`config.mk`:
```
export PLATFORM = sky130hd
export DESIGN_NAME = vxe_pipe_sink_flat
export DESIGN_NICKNAME = d
export VERILOG_FILES = /design/src/rtl/vxe_pipe_sink_if.sv /design/src/rtl/vxe_pipe_sink.sv /design/src/flat_wrapper.sv
export SDC_FILE = /design/constraint.sdc
export NUM_CORES = 1
export LEC_CHECK = 0
export CORE_ASPECT_RATIO = 0.75
export CORE_MARGIN = 2
export CORE_UTILIZATION = 42
export CTS_CLUSTER_DIAMETER = 150
export DETAILED_ROUTE_END_ITERATION = 8
export PLACE_DENSITY = 0.69
export SETUP_SLACK_MARGIN = 0.1
export SYNTH_ARGS = -nofsm -noshare
export SYNTH_HDL_FRONTEND = slang
export SYNTH_SLANG_ARGS = --single-unit
```
`constraint.sdc`:
```
create_clock -name clk -period 2.35 [get_ports clk]
set_input_delay 0.705 -clock clk [delete_from_list [all_inputs] [get_ports clk]]
set_output_delay 0.705 -clock clk [all_outputs]
set_load 0.05 [all_outputs]
```
`src/rtl/vxe_pipe_sink_if.sv`:
```
`default_nettype none
// ============================================================================
//  Module      : vxe_pipe_sink_if
//  Description : Interface bundle for vxe_pipe_sink. It carries the producer
//                issue handshake, the companion pipe output, the consumer
//                valid/ready handshake, the credit count and the error flag.
//  Revision    : 1.0  initial release
// ============================================================================
interface vxe_pipe_sink_if #(
    parameter int DATA_WIDTH = 32,
    parameter int DEPTH      = 4
);
    logic                    i_vld;
    logic                    i_rdy;
    logic [DATA_WIDTH-1:0]   p_data;
    logic                    o_vld;
    logic [DATA_WIDTH-1:0]   o_data;
    logic                    o_rdy;
    logic [$clog2(DEPTH):0]  credits;
    logic                    err;

    // Producer/consumer side (drives issue, pipe data and consumer ready)
    modport master (
        output i_vld, p_data, o_rdy,
        input  i_rdy, o_vld, o_data, credits, err
    );

    // Sink side
    modport slave (
        input  i_vld, p_data, o_rdy,
        output i_rdy, o_vld, o_data, credits, err
    );
endinterface
`default_nettype wire

```
`src/rtl/vxe_pipe_sink.sv`:
```
`default_nettype none
// ============================================================================
//  Module      : vxe_pipe_sink
//  Description : Credit-based receive end for a free-running fixed-latency
//                vxe_pipe. A valid shift register follows each issued word
//                through the pipe; emerging words are captured into a
//                DEPTH-entry FIFO. Credits cover FIFO space plus in-flight
//                words, so a stalled consumer never loses data.
//  Option      : VXE_PIPE_SINK_CHECK_EN builds the sticky protocol checker
//                driving err; otherwise err is tied low.
//  Revision    : 1.0  initial release
// ============================================================================
module vxe_pipe_sink #(
    parameter int DATA_WIDTH = 32,
    parameter int LATENCY    = 1,
    parameter int DEPTH      = 4
) (
    input  wire logic       clk,
    input  wire logic       nrst,
    vxe_pipe_sink_if.slave  bus
);
    localparam int c_PTR_W = $clog2(DEPTH);
    localparam int c_CNT_W = $clog2(DEPTH) + 1;
    localparam logic [c_CNT_W-1:0] c_DEPTH = c_CNT_W'(DEPTH);

    logic                    w_rdy;
    logic                    w_issue;
    logic                    w_pop;
    logic                    w_write;
    logic                    w_vld;

    logic [LATENCY-1:0]      vsr_q, vsr_d;
    logic [c_PTR_W-1:0]      wr_ptr_q, wr_ptr_d;
    logic [c_PTR_W-1:0]      rd_ptr_q, rd_ptr_d;
    logic [c_CNT_W-1:0]      occ_q, occ_d;
    logic [c_CNT_W-1:0]      credits_q, credits_d;
    logic [DATA_WIDTH-1:0]   mem_q [DEPTH];

    assign w_rdy   = (credits_q != '0);
    assign w_issue = bus.i_vld && w_rdy;
    assign w_vld   = (occ_q != '0);
    assign w_pop   = w_vld && bus.o_rdy;
    // The oldest in-flight slot is aligned with the pipe output
    assign w_write = vsr_q[0];

    // New issues enter at the top of the valid shift register and walk down
    generate
        if (LATENCY == 1) begin : g_vsr_single
            assign vsr_d = w_issue;
        end else begin : g_vsr_multi
            assign vsr_d = {w_issue, vsr_q[LATENCY-1:1]};
        end
    endgenerate

    // Pointer, occupancy and credit bookkeeping
    always_comb begin
        wr_ptr_d  = wr_ptr_q;
        rd_ptr_d  = rd_ptr_q;
        occ_d     = occ_q;
        credits_d = credits_q;
        if (w_write) begin
            wr_ptr_d = wr_ptr_q + c_PTR_W'(1);
        end
        if (w_pop) begin
            rd_ptr_d = rd_ptr_q + c_PTR_W'(1);
        end
        case ({w_write, w_pop})
            2'b10:   occ_d = occ_q + c_CNT_W'(1);
            2'b01:   occ_d = occ_q - c_CNT_W'(1);
            default: occ_d = occ_q;
        endcase
        case ({w_issue, w_pop})
            2'b10:   credits_d = credits_q - c_CNT_W'(1);
            2'b01:   credits_d = credits_q + c_CNT_W'(1);
            default: credits_d = credits_q;
        endcase
    end

    // Control state; reset discards every buffered and in-flight word
    always_ff @(posedge clk or negedge nrst) begin
        if (!nrst) begin
            vsr_q     <= '0;
            wr_ptr_q  <= '0;
            rd_ptr_q  <= '0;
            occ_q     <= '0;
            credits_q <= c_DEPTH;
        end else begin
            vsr_q     <= vsr_d;
            wr_ptr_q  <= wr_ptr_d;
            rd_ptr_q  <= rd_ptr_d;
            occ_q     <= occ_d;
            credits_q <= credits_d;
        end
    end

    // Storage is deliberately not reset; validity is tracked by occupancy
    always_ff @(posedge clk) begin
        if (w_write) begin
            mem_q[wr_ptr_q] <= bus.p_data;
        end
    end

    assign bus.i_rdy   = w_rdy;
    assign bus.o_vld   = w_vld;
    assign bus.o_data  = mem_q[rd_ptr_q];
    assign bus.credits = credits_q;

`ifdef VXE_PIPE_SINK_CHECK_EN
    logic err_q;
    logic w_err_set;

    // Issue without credit, plus defensive counter over/underflow detection
    assign w_err_set = (bus.i_vld && !w_rdy)
                     || (w_write && !w_pop && (occ_q == c_DEPTH))
                     || (w_pop && (occ_q == '0))
                     || (w_pop && !w_issue && (credits_q == c_DEPTH))
                     || (w_issue && (credits_q == '0));

    // Sticky error flag, cleared only by reset
    always_ff @(posedge clk or negedge nrst) begin
        if (!nrst) begin
            err_q <= 1'b0;
        end else if (w_err_set) begin
            err_q <= 1'b1;
        end
    end

    assign bus.err = err_q;
`else
    assign bus.err = 1'b0;
`endif

endmodule
`default_nettype wire

```
`src/flat_wrapper.sv`:
```
// flat-port wrapper written by rule: the top's interface ports become plain ports
module vxe_pipe_sink_flat 
#(
    parameter int DATA_WIDTH = 32,
    parameter int LATENCY    = 1,
    parameter int DEPTH      = 4
)
  (clk, nrst, bus_i_vld, bus_p_data, bus_o_rdy, bus_i_rdy, bus_o_vld, bus_o_data, bus_credits, bus_err);
  vxe_pipe_sink_if #(.DATA_WIDTH(DATA_WIDTH), .DEPTH(DEPTH)) bus_i ();
  input  wire logic clk;
  input  wire logic nrst;
  input wire logic [$bits(bus_i.i_vld)-1:0] bus_i_vld;
  input wire logic [$bits(bus_i.p_data)-1:0] bus_p_data;
  input wire logic [$bits(bus_i.o_rdy)-1:0] bus_o_rdy;
  output wire logic [$bits(bus_i.i_rdy)-1:0] bus_i_rdy;
  output wire logic [$bits(bus_i.o_vld)-1:0] bus_o_vld;
  output wire logic [$bits(bus_i.o_data)-1:0] bus_o_data;
  output wire logic [$bits(bus_i.credits)-1:0] bus_credits;
  output wire logic [$bits(bus_i.err)-1:0] bus_err;
  assign bus_i.i_vld = bus_i_vld;
  assign bus_i.p_data = bus_p_data;
  assign bus_i.o_rdy = bus_o_rdy;
  assign bus_i_rdy = bus_i.i_rdy;
  assign bus_o_vld = bus_i.o_vld;
  assign bus_o_data = bus_i.o_data;
  assign bus_credits = bus_i.credits;
  assign bus_err = bus_i.err;
  vxe_pipe_sink #(.DATA_WIDTH(DATA_WIDTH), .LATENCY(LATENCY), .DEPTH(DEPTH)) u_core (.clk(clk), .nrst(nrst), .bus(bus_i));
endmodule
```
=== Word level (Yosys, flattened, before mapping) ===
Memory sizes are Yosys's and may differ from the RTL's.
Index checks and enable logic that the tools add are counted.

* Output and inout bits: 38
* Word-level logic and storage cells: 26
* Memories: 1
* Memory bits (writable): 128
* Input bits: 36
* Register bits: 11
* Latch bits: 0
* ROM bits: 0

* Multiplexer cells: 4
* $mul: 0
* Divide/modulo/power cells: 0
* Shifts and indexed selects: 0
* Eq/ne operators: 4
* Reductions and logical operators: 6
* $add $sub $neg: 6
* Bitwise operators: 0
* Order comparisons: 0

{| class="wikitable"
|+ Memory list
! name !! words !! width !! read ports !! clocked after Yosys merged registers in !! wr ports !! line !! RTL
|-
| u_core.mem_q || 4 || 32 || 1 || 0 || 1 || vxe_pipe_sink.sv:37 || <nowiki>logic [DATA_WIDTH-1:0] mem_q [DEPTH];</nowiki>
|}

{| class="wikitable"
|+ Operators with widths
! cell !! count
|-
| 3-bit case mux with 2 select lines || 2
|-
| 3-bit by 1-bit adder with 3-bit output (second input constant) || 2
|-
| 3-bit nonzero test || 2
|-
| 3-bit by 1-bit subtractor with 3-bit output (second input constant) || 2
|-
| 2-bit by 1-bit adder with 2-bit output (second input constant) || 2
|-
| 2-bit by 1-bit equality test with 1-bit output (second input constant) || 2
|-
| 2-bit equality test (second input constant) || 2
|-
| 2-bit nonzero test || 2
|-
| 1-bit logical AND || 2
|-
| 1-bit 2-to-1 mux || 2
|}

=== Logic depth before layout (Yosys ltp) ===
* Depth in word-level cells: 4
* Gate-level depth with buffers: 8
* Depth with buffers taken out: 8

=== Worst setup path before layout ===
OpenSTA, ideal clock, no wires.

* Kind: register -> register
* Start point: register u_core.credits_q[1], in the netlist u_core.bus.credits[1]
* End point: register u_core.credits_q[2], in the netlist u_core.bus.credits[2]
* Buffers on the path: 0
* Cell stages (with the launch flop): 9
* Required time: 2275 ps
* Period minus slack after synthesis: 2475 ps
* Arrival: 2400 ps
* Setup slack: -125 ps
* Setup time: 75 ps
* Path through: dfrtp_1 > or3_1 > nand2_1 > ha_1 > inv_1 > fa_1 > xor2_1 > nor2_1 > xor2_1

* Word-level cells in the longest chain between the ends: 4
* Elaborated cells on any way between the ends: 8
* Classes of those cells: 2 x add/sub; 2 x eq/ne; 1 x mux; 3 x reduce/logical

{| class="wikitable"
|+ RTL lines
! what !! line !! RTL
|-
| start, declared || vxe_pipe_sink.sv:36 || <nowiki>logic [c_CNT_W-1:0] credits_q, credits_d;</nowiki>
|-
| start signal, assigned || vxe_pipe_sink.sv:86 || <nowiki>credits_q <= c_DEPTH;</nowiki>
|-
| start signal, assigned || vxe_pipe_sink.sv:92 || <nowiki>credits_q <= credits_d;</nowiki>
|-
| 3-bit nonzero test (*) || vxe_pipe_sink.sv:39 || <nowiki>assign w_rdy = (credits_q != '0);</nowiki>
|-
| named net bus_i_rdy || flat_wrapper.sv:15 || <nowiki>output wire logic [$bits(bus_i.i_rdy)-1:0] bus_i_rdy;</nowiki>
|-
| 1-bit logical AND (*) || vxe_pipe_sink.sv:40 || <nowiki>assign w_issue = bus.i_vld && w_rdy;</nowiki>
|-
| 2-bit by 1-bit equality test with 1-bit output / 2-bit equality test (equally long branches) || vxe_pipe_sink.sv:72 || <nowiki>case ({w_issue, w_pop})</nowiki>
|-
| 3-bit case mux with 2 select lines / 2-bit nonzero test (equally long branches) || n/a ||
|}

Mark *: on every way through the listed nets, which the timed path passes. The rest lies on a longest branch.
A chain may end at the register's enable or synchronous reset.

=== Final worst setup path ===
* Start point: register u_core.rd_ptr_q[0]
* End point: output port bus_o_data[7]

* Word-level cells in the longest chain between the ends: 1

{| class="wikitable"
|+ RTL lines
! what !! line !! RTL
|-
| start, declared || vxe_pipe_sink.sv:34 || <nowiki>logic [c_PTR_W-1:0] rd_ptr_q, rd_ptr_d;</nowiki>
|-
| start signal, assigned || vxe_pipe_sink.sv:90 || <nowiki>rd_ptr_q <= rd_ptr_d;</nowiki>
|-
| memory 4 x 32 bit || n/a ||
|-
| end, declared || flat_wrapper.sv:17 || <nowiki>output wire logic [$bits(bus_i.o_data)-1:0] bus_o_data;</nowiki>
|}

Every way passes these cells.

==> metrics.csv <==
stage,metric,value,unit
clock_network,cts.hold.buffers_added,0,
timing,hold_viol,0,
finish,final_nets,362,
finish,final_cells,497,
detailed_routing,drt_iter0_drc,242,
detailed_routing,drcViolationCount,0,
place,place_hpwl,5640,um
die,die-width,133,um
global_routing,overflow,0,
yosys,netlist_area,5280,sq um
global_routing,grt_pass1_wl,14900,um
yosys,async_flop_share,7.91,%
global_routing,antenna_found_initial,0,
yosys,yosysSeqAreaShare,78.1,%
clock_network,clock-root-buffer,clkbuf_16,
timing,setup_violations,32,
timing,worst_pin_slew,537,ps
place,placed_cells,461,
critical_path,arrival,1820,ps
critical_path,critical_path.max_stage_delay,510,ps
place,port_buffers,72,
yosys,netlist_top_cells_area,"edfxtp_1 73%, mux4_2 12%, dfrtp_1 4.7%, mux4_1 2.0%, ha_1 1.4%",
critical_path,critPathKind,reg -> out,
global_routing,grt_pass1_vias,2598,
global_routing,track_usage,15.5,%
clock_network,cts_tree,yes,
timing,fmax,396,MHz
timing,final.setup.worst_slack,-173,ps
power_and_ir_drop,vdd_drop_max,0.000701,V
critical_path,required,1640,ps
detailed_routing,via_per_inst,4.90,
yosys,yosysMostFrequentCell,edfxtp_1,
yosys,yosys-top-cells-count,"128 x edfxtp_1, 28 x mux4_2, 10 x dfrtp_1",
detailed_routing,drtPass1Iterations,4,
finish,fill_cells,903,
timing,drv_slew,0,
critical_path,start_kind,flop,
die,core,12300,sq um
run_status,outcome,"finished, violations left",
power_and_ir_drop,p_leak,2.45,nW
yosys,ys_warn_count,0,
detailed_routing,wl_per_cell,19.2,um
place,finalWeightedCongestion,0.711,
run_status,violations,setup timing,
die,die_h,101,um
yosys,syn_nets,265,
die,ioPinCount,74,
clock_network,cts_buffers,17,
critical_path,cp_cell_sequence,buf_12 > buf_16 > mux4_2 > buf_6,
timing,post-route-period-util,107,%
timing,tns,-4080,ps
yosys,ys_ff_latch,139,
yosys,synth_edf_count,128,
job,max_cap_viol_count,0,
global_routing,grt_max_degree,26,
power_and_ir_drop,powerDensity,1540,nW/um^2
critical_path,cp_slowest_cell,mux4_2,
timing,rsz0062_at_grt,true,
yosys,avgSynthCellArea,23.9,sq um
timing,slew-limit-headroom,64.1,%
power_and_ir_drop,totalPowerFinal,10.8,mW
timing,skew,4.92,ps
die,die-area,13500,sq um
yosys,netlist.area_leader.share,72.8,%
timing,fin_crit,2520,ps
detailed_routing,antenna_left,0,
clock_network,cts_sinks,139,
critical_path,end_kind,output port,
finish,area_delta_synth_final,33.2,%
finish,antennaDiodeCount,0,
detailed_routing,routed_wirelength,9560,um
clock_network,cts.clk_slew.worst_paths,50,ps
detailed_routing,num_vias,2435,
finish,post_route_cells_drive_above_1_share,36.0,%
critical_path,cp_max_fo,5,
place,dp_slack,-117,ps
clock_network,clkLatencyLatePin,400,ps
die,start_util,43.0,%
yosys,synth_cells,221,
yosys,synthFlopType,edfxtp_1,
yosys,yosysTopAreaCell,edfxtp_1,
die,num_rows,35,
clock_network,cts_max_level,4,
yosys,synth.distinct_cells,25,
clock_network,clock_path_buffers,2,
worst_hold_path,hold_path_class,reg -> reg,
flip-flops by register name, summed over array words and instances, names as in the netlist:
signal and count:
u_core.rd_ptr_q 2, u_core.vsr_q 1, u_core.bus.credits 3, u_core.occ_q 3, u_core.wr_ptr_q 2, u_core.mem_q 128
critical path: cells and delay by family (launching register included):
family | cells | cell delay [ps]
buf+inv | 3 | 450
flops | 1 | 450
mux | 1 | 510
repair_timing:
action	in CTS	in global routing
hold endpoints to repair	0	0
cloned	2	0
setup endpoints to repair	34	32
buffers inserted	2	0
gates resized for setup	30	1
stage by stage:
stage | util (%) | hold slack, ps | instance area (sq um)
after floorplan | - | 409 | 5280
after detailed placement | 51.5 | 478 | 6320
final | 57.3 | 484 | 7030
after global routing | 57.3 | 528 | 7030
after global placement | 51.5 | 467 | 6320
after CTS | 57.3 | 485 | 7020
cell type report:
type	count	area (sq um)	area share, %
Clock buffer	20	437	6.21
Clock inverter	12	123	1.74
Inverter	8	30.0	0.427
Multi-Input combinational cell	65	1020	14.6
Sequential cell	139	4130	58.7
Tap cell	166	208	2.96
Timing Repair Buffer	87	1080	15.4
cell usage in the layout (no fill, tap or decap), types with 3 or more instances in the layout:
cell type	instances
clkbuf_1	3
buf_6	21
clkbuf_16	17
buf_12	17
and2_2	4
inv_1	8
dfrtp_2	4
xnor2_1	3
mux4_2	32
clkdlybuf4s50_1	35
dfrtp_1	6
edfxtp_1	128
buf_4	9
clkinv_1	4
ha_1	6
xor2_1	6
report_power, final:
group          internal [mW]  switching (mW)
combinational           2.08            2.71
sequential              3.30           0.204
clock                   1.55           0.947
total                   6.93            3.86
final timing paths:
path                            slack (ps)                    end  cells past startpoint               start
worst max-delay path                  -170          bus_o_data[7]                      4  u_core.rd_ptr_q[0]
worst min-delay path                   480        u_core.occ_q[2]                      1     u_core.occ_q[2]
worst max register to register         310  u_core.bus.credits[1]                      6     u_core.occ_q[2]
worst min register to register         480        u_core.occ_q[2]                      1     u_core.occ_q[2]
max in group asynchronous             1310     u_core.rd_ptr_q[1]                      1                nrst
min in group asynchronous              650        u_core.occ_q[1]                      1                nrst
per-layer routing:
layer | GRT usage (%) | vias up | routed length (um)
met2 | 23.5 | 67 | 4400
met3 | 4.83 | 10 | 464
met4 | 5.24 | 0 | 102
li1 | - | 1095 | -
met5 | 0 | - | 0
met1 | 21.7 | 1263 | 4590
kinds of logic after synthesis:
family | synth area share (%)
and+or+nand+nor | 1.30
buffers and inverters | 2.42
muxes | 14.3
xor gates and xnor gates | 1.49
DFF | 78.1
other | 0.0711
AOI/OAI and AO/OA | 0.0948
adders and majority gates | 2.18
Power figures use the tool's default switching activity.
==> patch, RTL diff (config.mk and constraints unchanged) <==
`DEPTH` is set to 4 in 3 places; all go to 8.
--- a/src/rtl/vxe_pipe_sink_if.sv
+++ b/src/rtl/vxe_pipe_sink_if.sv
@@ -8,7 +8,7 @@
 // ============================================================================
 interface vxe_pipe_sink_if #(
     parameter int DATA_WIDTH = 32,
-    parameter int DEPTH      = 4
+    parameter int DEPTH      = 8
 );
     logic                    i_vld;
     logic                    i_rdy;
--- a/src/rtl/vxe_pipe_sink.sv
+++ b/src/rtl/vxe_pipe_sink.sv
@@ -13,7 +13,7 @@
 module vxe_pipe_sink #(
     parameter int DATA_WIDTH = 32,
     parameter int LATENCY    = 1,
-    parameter int DEPTH      = 4
+    parameter int DEPTH      = 8
 ) (
     input  wire logic       clk,
     input  wire logic       nrst,
--- a/src/flat_wrapper.sv
+++ b/src/flat_wrapper.sv
@@ -3,7 +3,7 @@
 #(
     parameter int DATA_WIDTH = 32,
     parameter int LATENCY    = 1,
-    parameter int DEPTH      = 4
+    parameter int DEPTH      = 8
 )
   (clk, nrst, bus_i_vld, bus_p_data, bus_o_rdy, bus_i_rdy, bus_o_vld, bus_o_data, bus_credits, bus_err);
   vxe_pipe_sink_if #(.DATA_WIDTH(DATA_WIDTH), .DEPTH(DEPTH)) bus_i ();
Interface: changed (resized bus_credits); port bits go from 74 to 75. The function was not compared with the original's and may differ.
==> patch against the unedited design <==
Setup slack got worse by 480 ps; design area increased by 91%; die area increased by 97%; the run still ends with negative setup slack left; power increased by 78%; clock skew increased by 5.6 ps; sequential cell count increased by 132; fmax decreased by 16%; synthesized area increased by 100%; wire length increased by 120%.
==> patch: results (changes against the unedited design) <==
Power
  • VDD IR max: 0.791 mV (was 0.701 mV)
  • Clock Power Share: 21.5% (was 23.2%)
  • Switch Pwr: 0.00652 W (was 0.00386 W)
  • Pleak: 4.55 nW (was 2.45 nW)
  • Clk pwr: 0.00413 W (was 0.00250 W)

Global route
  • GRT Overall Usage: 15.9% (was 15.5%)
  • Vias in the first global route: 5364 (was 2598)
  • Antenna violations before repair: 1 (was 0)
  • Pin count of the biggest net entering global routing: 39 (was 26)
  • Global-route wire length before repair: 31600 um (was 14900 um)

Clock network
  • Inserted Clock Buffers: 26 (was 17)
  • CTS Buffer Depth: 3 (was 2)
  • CTS H-tree depth: 1 (was 4)
  • Worst skew pair latency: 520 ps (was 400 ps)
  • Cts repair resizes: 47 (was 30)
  • Setup Buffers After CTS: 9 (was 2)

Synth
  • Yosys cell types: 33 (was 25)
  • Post-Synth Adder-Cell Area: 1.13% (was 2.18%)
  • Area contributors post-synth: edfxtp_1 (73%), mux4_2 (9.4%), mux4_1 (5.0%) (was edfxtp_1 (73%), mux4_2 (12%), dfrtp_1 (4.7%))
  • Syn nets: 501 (was 265)
  • Synth top cells by count: edfxtp_1 (256), mux4_2 (44), mux2_2 (36), mux4_1 (20), dfrtp_1 (14) (was edfxtp_1 (128), mux4_2 (28), dfrtp_1 (10), inv_1 (8))
  • Post-synthesis xor/xnor area fraction: 0.909% (was 1.49%)
  • Post-synth EDFFs: 256 (was 128)
  • Mux share of post-synthesis cell area: 18.3% (was 14.3%)
  • Synth async-reset ratio: 5.54% (was 7.91%)
  • Cells after Synth: 456 (was 221)
  • Register area share after synthesis: 76.1% (was 78.1%)
  • Fraction of the mapped netlist area in compound gates: 0.508% (was 0.0949%)

Status
  • Status: finished, violations left (unchanged)
  • Failing checks: negative setup slack (unchanged)

Detailed routing
  • Routed len/inst: 21.7 um (was 19.2 um)
  • Drt first-iter violations: 284 (was 242)
  • Post-Route WL: 20600 um (was 9560 um)
  • Vias per cell: 5.22 (was 4.90)
  • Drt pass-1 iters: 4 (unchanged)

Timing
  • Fin worst setup slack: -655 ps (was -173 ps)
  • Skew final: 10.5 ps (was 4.92 ps)
  • Final Setup Violations: 34 (was 32)
  • Total negative setup slack: -19440 ps (was -4080 ps)
  • Clock period minus worst slack: 3010 ps (was 2520 ps)

Finish
  • Filler cell count: 1948 (was 903)
  • Count of nets after finishing: 637 (was 362)
  • Fraction of layout cells with a size suffix above 1: 41.6% (was 36.0%)

Place
  • PortBufs: 73 (was 72)
  • Placed Instances: 886 (was 461)
  • Post-DP HPWL: 12100 um (was 5640 um)
  • Global placer's final weighted congestion: 0.718 (was 0.711)

Setup path
  • Largest fanout on the critical path: 7 (was 5)
  • Crit-path max cell delay: 530 ps (was 510 ps)
  • R2R setup slack: 50 ps (was 310 ps)
  • Register-to-Register Path Depth: 10 (was 6)
  • Slowest stage cell, crit path: dfrtp_4 (was mux4_2)
  • FF-to-FF End: u_core.bus.credits[3] (was u_core.bus.credits[1])

Hold path
  • Worst hold path class: primary input to asynchronous set/reset pin (was flip-flop to flip-flop)
-- patch: cell count changes after synthesis, moves of 5 or more --
cell | unedited run | this run
nand2_1 | 2 | 8
buf_1 | 0 | 5
mux4_1 | 4 | 20
nor3_1 | 0 | 5
and2_1 | 5 | 0
mux2_2 | 1 | 36
mux4_2 | 28 | 44
edfxtp_1 | 128 | 256
nor2_1 | 2 | 7
-- patch: how the worst max path moves through the flow --
stage                        from                     to  slack (ps)  cells past startpoint
2_1_floorplan  u_core.wr_ptr_q[0]     u_core.mem_q[4][0]         -80                      2
3_3_place_gp            bus_o_rdy  u_core.bus.credits[3]        -150                     10
3_5_place_dp            bus_o_rdy  u_core.bus.credits[3]        -170                      8
4_1_cts        u_core.rd_ptr_q[0]          bus_o_data[4]        -680                      5
5_1_grt        u_core.rd_ptr_q[0]          bus_o_data[4]        -720                      5
6_report       u_core.rd_ptr_q[0]          bus_o_data[0]        -660                      5
-- patch: cell type report --
class / instances / area (um^2) / share of cell area (%)
flip-flops and latches: 271 / 8070 / 60.2
multi-input cells: 161 / 2620 / 19.5
repair buffers: 128 / 1420 / 10.6
clock buffers: 35 / 726 / 5.41
well taps: 338 / 423 / 3.16
clock inverters: 9 / 119 / 0.887
inverters: 4 / 20.0 / 0.149
-- patch: stage by stage --
step	cell area [um^2]	hold slack [ps]	setup WS, ps
detailed placement	12200	481	-171
global route	13400	510	-722
floorplan	10800	409	-79.7
CTS	13300	502	-678
finish	13400	512	-655
global placement	12200	468	-149
-- patch: routing by layer --
layer | part of all wire, % | global-route usage, % | wire [um]
met3 | 5.6 | 2.87 | 1160
met2 | 50 | 27.9 | 10300
met1 | 42 | 20.8 | 8610
met4 | 2.3 | 4.23 | 482
met5 | 0.063 | 0 | 13
